### config.mk
export PLATFORM = sky130hd
export DESIGN_NAME = cdc_bus_rx_mc
export DESIGN_NICKNAME = d
export VERILOG_FILES = /design/src/rtl/cdc_bus_rx_mc.sv
export SDC_FILE = /design/constraint.sdc
export NUM_CORES = 1
export LEC_CHECK = 0
export ABC_AREA = 1
export BUFFER_PORTS_ARGS = -buffer_cell sky130_fd_sc_hd__buf_4
export CAP_MARGIN = 20
export CORE_MARGIN = 3
export CORE_UTILIZATION = 65
export CTS_BUF_LIST = sky130_fd_sc_hd__clkbuf_4 sky130_fd_sc_hd__clkbuf_8
export DETAILED_ROUTE_END_ITERATION = 10
export GPL_TIMING_DRIVEN = 0
export PLACE_DENSITY = 0.88
export SYNTH_ARGS = -nofsm -noshare
export SYNTH_HDL_FRONTEND = slang
export SYNTH_SLANG_ARGS = --single-unit
### constraint.sdc
create_clock -name dst_clk -period 10 [get_ports dst_clk]
set_clock_uncertainty 0.1 [all_clocks]
set_input_delay 2 -clock dst_clk [delete_from_list [all_inputs] [get_ports dst_clk]]
set_output_delay 2 -clock dst_clk [all_outputs]
set_load 0.01 [all_outputs]
### src/rtl/cdc_bus_rx_mc.sv
// Multi-channel 4-phase handshake receiver. Each asynchronous sender's request is
// synchronised into dst_clk, arbitrated round-robin, and its data captured into a
// first-word-fall-through FIFO tagged with the source channel.
module cdc_bus_rx_mc #(
  parameter int unsigned  pDATA_WIDTH  = 8,
  parameter int unsigned  pCHANNELS    = 4,
  parameter int unsigned  pSYNC_STAGES = 2,
  parameter int unsigned  pFIFO_DEPTH  = 8,
  localparam int unsigned CW           = (pCHANNELS > 1) ? $clog2(pCHANNELS) : 1,
  localparam int unsigned AW           = $clog2(pFIFO_DEPTH)
) (
  input  logic                           dst_clk,
  input  logic                           reset_i,
  input  logic [pCHANNELS-1:0]           async_req_i,
  input  logic [pCHANNELS*pDATA_WIDTH-1:0] async_data_i,
  output logic [pCHANNELS-1:0]           ack_o,
  output logic                           out_valid,
  input  logic                           out_ready,
  output logic [pDATA_WIDTH-1:0]         out_data,
  output logic [CW-1:0]                  out_chan,
  output logic [AW:0]                    fifo_count
);

  localparam int unsigned EW      = CW + pDATA_WIDTH;
  localparam int unsigned LastInt = pCHANNELS - 1;
  localparam logic [CW-1:0] LastChan  = LastInt[CW-1:0];
  localparam logic [AW:0]   FullCount = pFIFO_DEPTH[AW:0];

  typedef enum logic [1:0] {StIdle, StPend, StAck} chan_state_e;

  (* ASYNC_REG = "TRUE" *) logic [pCHANNELS-1:0] sync_q [pSYNC_STAGES];

  logic [pCHANNELS-1:0]   req_s;
  logic [pCHANNELS-1:0]   eligible;
  chan_state_e            state_q [pCHANNELS];
  chan_state_e            state_d [pCHANNELS];
  logic [pCHANNELS-1:0]   ack_q;
  logic [CW-1:0]          rr_ptr_q, rr_ptr_d, grant_idx;
  logic                   grant_vld, do_grant, pop;
  logic [pDATA_WIDTH-1:0] grant_data;
  int                     cand;
  logic [EW-1:0]          mem_q [pFIFO_DEPTH];
  logic [EW-1:0]          head;
  logic [AW-1:0]          wr_ptr_q, rd_ptr_q;
  logic [AW:0]            count_q;

  assign req_s = sync_q[pSYNC_STAGES-1];

  // Request synchronisers; only the request lines cross, data is sampled at grant.
  always_ff @(posedge dst_clk or posedge reset_i) begin
    if (reset_i) begin
      for (int s = 0; s < int'(pSYNC_STAGES); s++) sync_q[s] <= '0;
    end else begin
      sync_q[0] <= async_req_i;
      for (int s = 1; s < int'(pSYNC_STAGES); s++) sync_q[s] <= sync_q[s-1];
    end
  end

  // A channel competes as soon as its synchronised request is seen, so an idle
  // channel can be granted on the same edge it would otherwise enter PEND.
  always_comb begin
    for (int n = 0; n < int'(pCHANNELS); n++) begin
      eligible[n] = req_s[n] && (state_q[n] != StAck);
    end
  end

  // Round-robin search starting at the pointer (one past the last grant).
  always_comb begin
    grant_vld = 1'b0;
    grant_idx = '0;
    cand      = 0;
    for (int i = 0; i < int'(pCHANNELS); i++) begin
      cand = (int'(rr_ptr_q) + i) % int'(pCHANNELS);
      if (!grant_vld && eligible[cand[CW-1:0]]) begin
        grant_vld = 1'b1;
        grant_idx = cand[CW-1:0];
      end
    end
    rr_ptr_d = (grant_idx == LastChan) ? '0 : grant_idx + 1'b1;
  end

  // Grant only when the FIFO has room, counting a pop on the same edge as room.
  assign out_valid = (count_q != '0);
  assign pop       = out_valid && out_ready;
  assign do_grant  = grant_vld && ((count_q != FullCount) || pop);

  // Data of the granted channel; its request is high so the bus is stable.
  always_comb begin
    grant_data = '0;
    for (int n = 0; n < int'(pCHANNELS); n++) begin
      if (grant_idx == n[CW-1:0]) grant_data = async_data_i[n*pDATA_WIDTH +: pDATA_WIDTH];
    end
  end

  // Per-channel handshake next state.
  always_comb begin
    for (int n = 0; n < int'(pCHANNELS); n++) begin
      state_d[n] = state_q[n];
      case (state_q[n])
        StIdle, StPend: begin
          if (!req_s[n]) begin
            state_d[n] = StIdle;
          end else if (do_grant && (grant_idx == n[CW-1:0])) begin
            state_d[n] = StAck;
          end else begin
            state_d[n] = StPend;
          end
        end
        StAck:   if (!req_s[n]) state_d[n] = StIdle;
        default: state_d[n] = StIdle;
      endcase
    end
  end

  // Channel state, registered acknowledge and arbiter pointer.
  always_ff @(posedge dst_clk or posedge reset_i) begin
    if (reset_i) begin
      for (int n = 0; n < int'(pCHANNELS); n++) state_q[n] <= StIdle;
      ack_q    <= '0;
      rr_ptr_q <= '0;
    end else begin
      for (int n = 0; n < int'(pCHANNELS); n++) begin
        state_q[n] <= state_d[n];
        ack_q[n]   <= (state_d[n] == StAck);
      end
      if (do_grant) rr_ptr_q <= rr_ptr_d;
    end
  end

  // FIFO storage; contents are don't-care after reset since count gates validity.
  always_ff @(posedge dst_clk) begin
    if (do_grant) mem_q[wr_ptr_q] <= {grant_idx, grant_data};
  end

  // FIFO pointers wrap naturally at the power-of-two depth.
  always_ff @(posedge dst_clk or posedge reset_i) begin
    if (reset_i) begin
      wr_ptr_q <= '0;
      rd_ptr_q <= '0;
      count_q  <= '0;
    end else begin
      if (do_grant) wr_ptr_q <= wr_ptr_q + 1'b1;
      if (pop)      rd_ptr_q <= rd_ptr_q + 1'b1;
      if (do_grant && !pop) begin
        count_q <= count_q + 1'b1;
      end else if (!do_grant && pop) begin
        count_q <= count_q - 1'b1;
      end
    end
  end

  assign head       = mem_q[rd_ptr_q];
  assign out_data   = head[pDATA_WIDTH-1:0];
  assign out_chan   = head[EW-1:pDATA_WIDTH];
  assign ack_o      = ack_q;
  assign fifo_count = count_q;

endmodule

**Word level (Yosys, flattened, before mapping)**

Memory sizes are Yosys's and may differ from the RTL's.
Cells that the tools add are included.

- $add $sub $neg: 8
- Order comparisons: 4
- Equality and inequality tests: 20
- Mux-type cells: 41
- Reduce and logical (&&, ||, !) cells: 32

Operators by type and width:

| operator | number |
|---|---|
| two-way mux 2 bit | 17 |
| two-way mux 8 bit | 4 |
| equality test 2 bit (second input constant) | 10 |
| one-hot mux 2 bit (2 select lines) | 4 |
| logical AND 1 bit | 15 |
| less-than comparator 2 x 3 -> 1 bit (second input constant) | 4 |
| equality test 2 x 1 -> 1 bit (second input constant) | 5 |
| logical NOT 2 bit | 5 |
| two-way mux 1 bit | 10 |
| binary-select mux 1 bit (select 2 bit) | 4 |
| two-way mux 4 bit | 2 |
| inequality test 2 bit (second input constant) | 4 |
| OR reduction 2 bit | 4 |
| adder 3 x 1 -> 3 bit (second input constant) | 2 |
| logical NOT 1 bit | 5 |
| adder 2 x 1 -> 2 bit (second input constant) | 2 |
| adder 2 bit (second input constant) | 2 |
| adder 4 x 1 -> 4 bit (second input constant) | 1 |
| inequality test 4 bit (second input constant) | 1 |
| nonzero test 4 bit | 1 |
| subtractor 4 x 1 -> 4 bit (second input constant) | 1 |
| nonzero test 2 bit | 1 |
| logical OR 1 bit | 1 |

- Flip-flop bits (word level): 32
- Bits in writable memories: 80
- Bits of input ports: 39
- Output and inout bits: 19
- Word-level logic and storage cells: 117
- Memories kept: 1

Memory list:

| name | words | bits a word | read ports | clocked after Yosys merged registers in | wr ports | RTL line | RTL |
|---|---|---|---|---|---|---|---|
| mem_q | 8 | 10 | 1 | 0 | 1 | 42 | `logic [EW-1:0] mem_q [pFIFO_DEPTH];` |

**Logic depth before layout (Yosys ltp)**

- Word-level depth: 20
- Depth in mapped cells: 18

**Worst setup path after synthesis**

Ideal clock, no wire load.

- Path type: input port to flip-flop
- From: input port out_ready
- To: register count_q[3], in the netlist fifo_count[3]
- Library setup time: 122 ps
- Arrival: 3657 ps
- Path slack: 6122 ps
- Stages on the path: 13
- Path through: inv_1 -> nand2_1 -> nand2_4 -> inv_2 -> ha_1 -> inv_1 -> ha_1 -> and3_1 -> a211oi_1 -> nor2_1 -> nor2_1 -> nand2_1 -> xor2_1

- Cells in the longest elaborated chain, start to end: 6

Ends and longest elaborated chain:

| what | RTL line | RTL |
|---|---|---|
| start: declaration | 18 | `input logic out_ready,` |
| logical AND 1 bit * | 84 | `assign pop = out_valid && out_ready;` |
| logical OR 1 bit * | 85 | `assign do_grant = grant_vld && ((count_q != FullCount) \|\| pop);` |
| logical AND 1 bit * | 85 |  |
| via do_grant | 39 | `logic grant_vld, do_grant, pop;` |
| logical NOT 1 bit | 146 | `end else if (!do_grant && pop) begin` |
| logical AND 1 bit | 146 |  |
| nonzero test 2 bit (no source line) | - |  |
| end signal: assignment | 145 | `count_q <= count_q + 1'b1;` |
| end signal: assignment | 147 | `count_q <= count_q - 1'b1;` |
| end: declaration | 45 | `logic [AW:0] count_q;` |

Mark *: on every way through the listed nets, which the timed path passes. The rest lies on a longest branch.
A chain may end at the register's enable or synchronous reset.

**Worst setup path after layout**

- From: register rd_ptr_q[0]
- To: output port out_data[3]

- Cells in the longest elaborated chain, start to end: 1

Ends and longest elaborated chain:

| what | RTL line | RTL |
|---|---|---|
| start: declaration | 44 | `logic [AW-1:0] wr_ptr_q, rd_ptr_q;` |
| start signal: assignment | 143 | `if (pop) rd_ptr_q <= rd_ptr_q + 1'b1;` |
| memory (8 x 10 bit) | - |  |
| end: declaration | 19 | `output logic [pDATA_WIDTH-1:0] out_data,` |

No other way between the ends.

==> metrics.csv <==
metric,value,unit
Hold/Removal Path Class,reg -> reg,
r2r endpoint,mem_q[0][0],
first-pass GRT wire length,17.37,mm
largest net degree at the start of global routing,23,
most frequent cell after synthesis,nor2_1,
R2R depth,15,
minimum clock period,4.293,ns
Worst Hold Depth,0,
cts repair resizes,0,
total CTS buffers,9,
count of final hold-check violations,0,
"Avg Cell Area, Syn",10.48,sq um
CP max stage cell,dfrtp_1,
remaining antenna violation count after routing,0,
Area contributors post-synth,"edfxtp_1, dfrtp_1, nor2_1",
"Async S/R FF share, synth",0.2857,
Die Wd,93.03,microns
cell count after synthesis,470,
setup violators final,0,
number of remaining DRC errors,0,
CP required,7.90,ns
area grow syn2layout,16.21,%
Max Transition Viols Final,0,
Setup WS pre-CTS,5.579,ns
CP peak stage delay,0.46,ns
Yosys warning total,0,
post-synth top area share,0.4879,
Slew @ Worst Pin,1.010,ns
CTS max path bufs,2,
# rows,31,
critical path type,reg -> out,
number of global-route vias before repair,3677,
Routed wire per std cell,16.55,microns
clock tree sinks,112,
Max Freq,232.9,MHz
Antenna Cells,0,
fin util,0.7847,
via count,3747,
dpl hpwl,7.405,mm
sequential fraction of the synthesis area,0.6506,
setup_tns,0,ns
fin crit share,0.4293,
# Post-CTS Setup Buffers,0,
Total Routing Usage GR,0.2616,
cell taking the most area after synthesis,edfxtp_1,
HP Start,sync_q[5],
nets,589,
TritonRoute pass-1 iters,7,
CTS Root Cell,clkbuf_8,
layout cells sized above 1,0.1596,
CTS tree,yes,
hold_ws,0.2589,ns
core box area,7292,sq um
io pins,58,
Max Cap Viol,0,
drt initial violations,338,
synth cell count leaders,"nor2_1, edfxtp_1, nand2_1",
largest delay contributor family on the critical path,buffers and inverters,
commonest register cell after synthesis,edfxtp_1,
reg-to-reg setup timing slack,5.85,ns
"Hold-fix buffers, CTS",0,
CP max FO,10,
startpoint types,register,
RSZ-0062 raised after global routing,no,
htree depth,3,
Post-Syn Area,4923,sq um
Rel. slew slack,0.3239,
worst setup margin,5.707,ns
Die Y-Extent,93.03,microns
Worst Setup End Kind,primary output,
"flops & latches, synth",112,
WP buf/inv,3,
die area,8655,sq um
final WL,10.66,mm
CP most frequent cell,nor2_1,
clock network latency to the later pin of the worst-skew pair,0.37,ns
Hold Path End,req_s[1],
vias per std cell,5.818,
routability congestion estimate,0.8254,
Post-synth EDFFs,80,
initial antenna violation count,0,
Initial Utilization,0.6752,
status,completed,
clock slew at reported path FFs,0.11,ns
r2r startpoint,rr_ptr_q[0],
synth unique cells,32,
Port Buffer Count,57,
Worst Path Arrival,2.19,ns
Synthesized Nets,519,
worst-path cell chain,inv_1 > clkbuf_1 > nor2_1 > o22ai_1 > nor2_1 > a31oi_1 > buf_4,
GRT Residual Overflow,0,
## state kept, by name (all words and copies together) (netlist names)
register / count
mem_q: 80
state_q: 8
wr_ptr_q: 3
fifo_count: 4
rr_ptr_q: 2
req_s: 4
rd_ptr_q: 3
sync_q: 4
ack_o: 4
## logic make-up after synthesis
logic type	after synthesis	synth area share
multiplexers	1	0.002287
XOR/XNOR	5	0.008896
AO/OA/AOI/OAI	95	0.1044
flip-flops	112	0.6506
buffers and inverters	45	0.03456
AND/OR/NAND/NOR	202	0.1723
adder cells (fa/ha/maj)	10	0.02694
## worst max path at each step
stage	start	to	slack, ns	depth (start not counted)
after floorplan	out_ready	fifo_count[3]	6.12	13
after detailed placement	rr_ptr_q[0]	mem_q[0][0]	5.58	13
after CTS	rr_ptr_q[0]	mem_q[0][0]	5.49	14
after global placement	rr_ptr_q[0]	mem_q[0][0]	5.77	13
final	rd_ptr_q[0]	out_data[3]	5.71	7
after global routing	rr_ptr_q[0]	mem_q[0][0]	5.47	16
## worst register-to-register path: cells and delay by family (launching register included)
family,cells,cell delay [ns]
and+or+nand+nor,6,0.92
DFF,1,0.50
buffers and inverters,5,0.77
adders and majority gates,1,0.18
AOI/OAI and AO/OA,3,1.33
## metrics by stage
| step | std cells | cell area, sq um |
|---|---|---|
| floorplan | 470 | 4923 |
| global placement | 626 | 5475 |
| detailed placement | 627 | 5503 |
| CTS | 643 | 5717 |
| global route | 644 | 5722 |
| finish | 644 | 5722 |
## cell usage in the layout (no fill, tap or decap), types with 4 or more instances in the layout
master,instances
edfxtp_1,80
buf_4,57
inv_1,25
ha_1,9
clkbuf_8,9
o22ai_1,10
a21oi_1,21
nand2_2,4
nand2_1,67
dfrtp_1,32
clkbuf_1,16
o21ai_0,46
a31oi_1,10
clkinv_8,4
nor2_1,97
nand3_1,25
## final cells by class
cell class,instances,area [sq um]
multi-input combinational,313,1550
sequential,112,3203
clock buffer,9,123.9
fill,461,1570
buffer,17,63.81
timing repair buffer,59,460.4
tap,99,123.9
inverter,28,106.4
clock inverter,7,90.09
## layer usage
metal,GRT usage,wire [microns],vias to the layer above
li1,-,-,1764
met1,0.3296,4341,1758
met2,0.4385,5210,201
met3,0.05953,906,24
met4,0.1111,200,0
met5,0,0,-
Power is not shown: default switching activity piles up to over one toggle a cycle in this logic, so the estimate is an artifact.
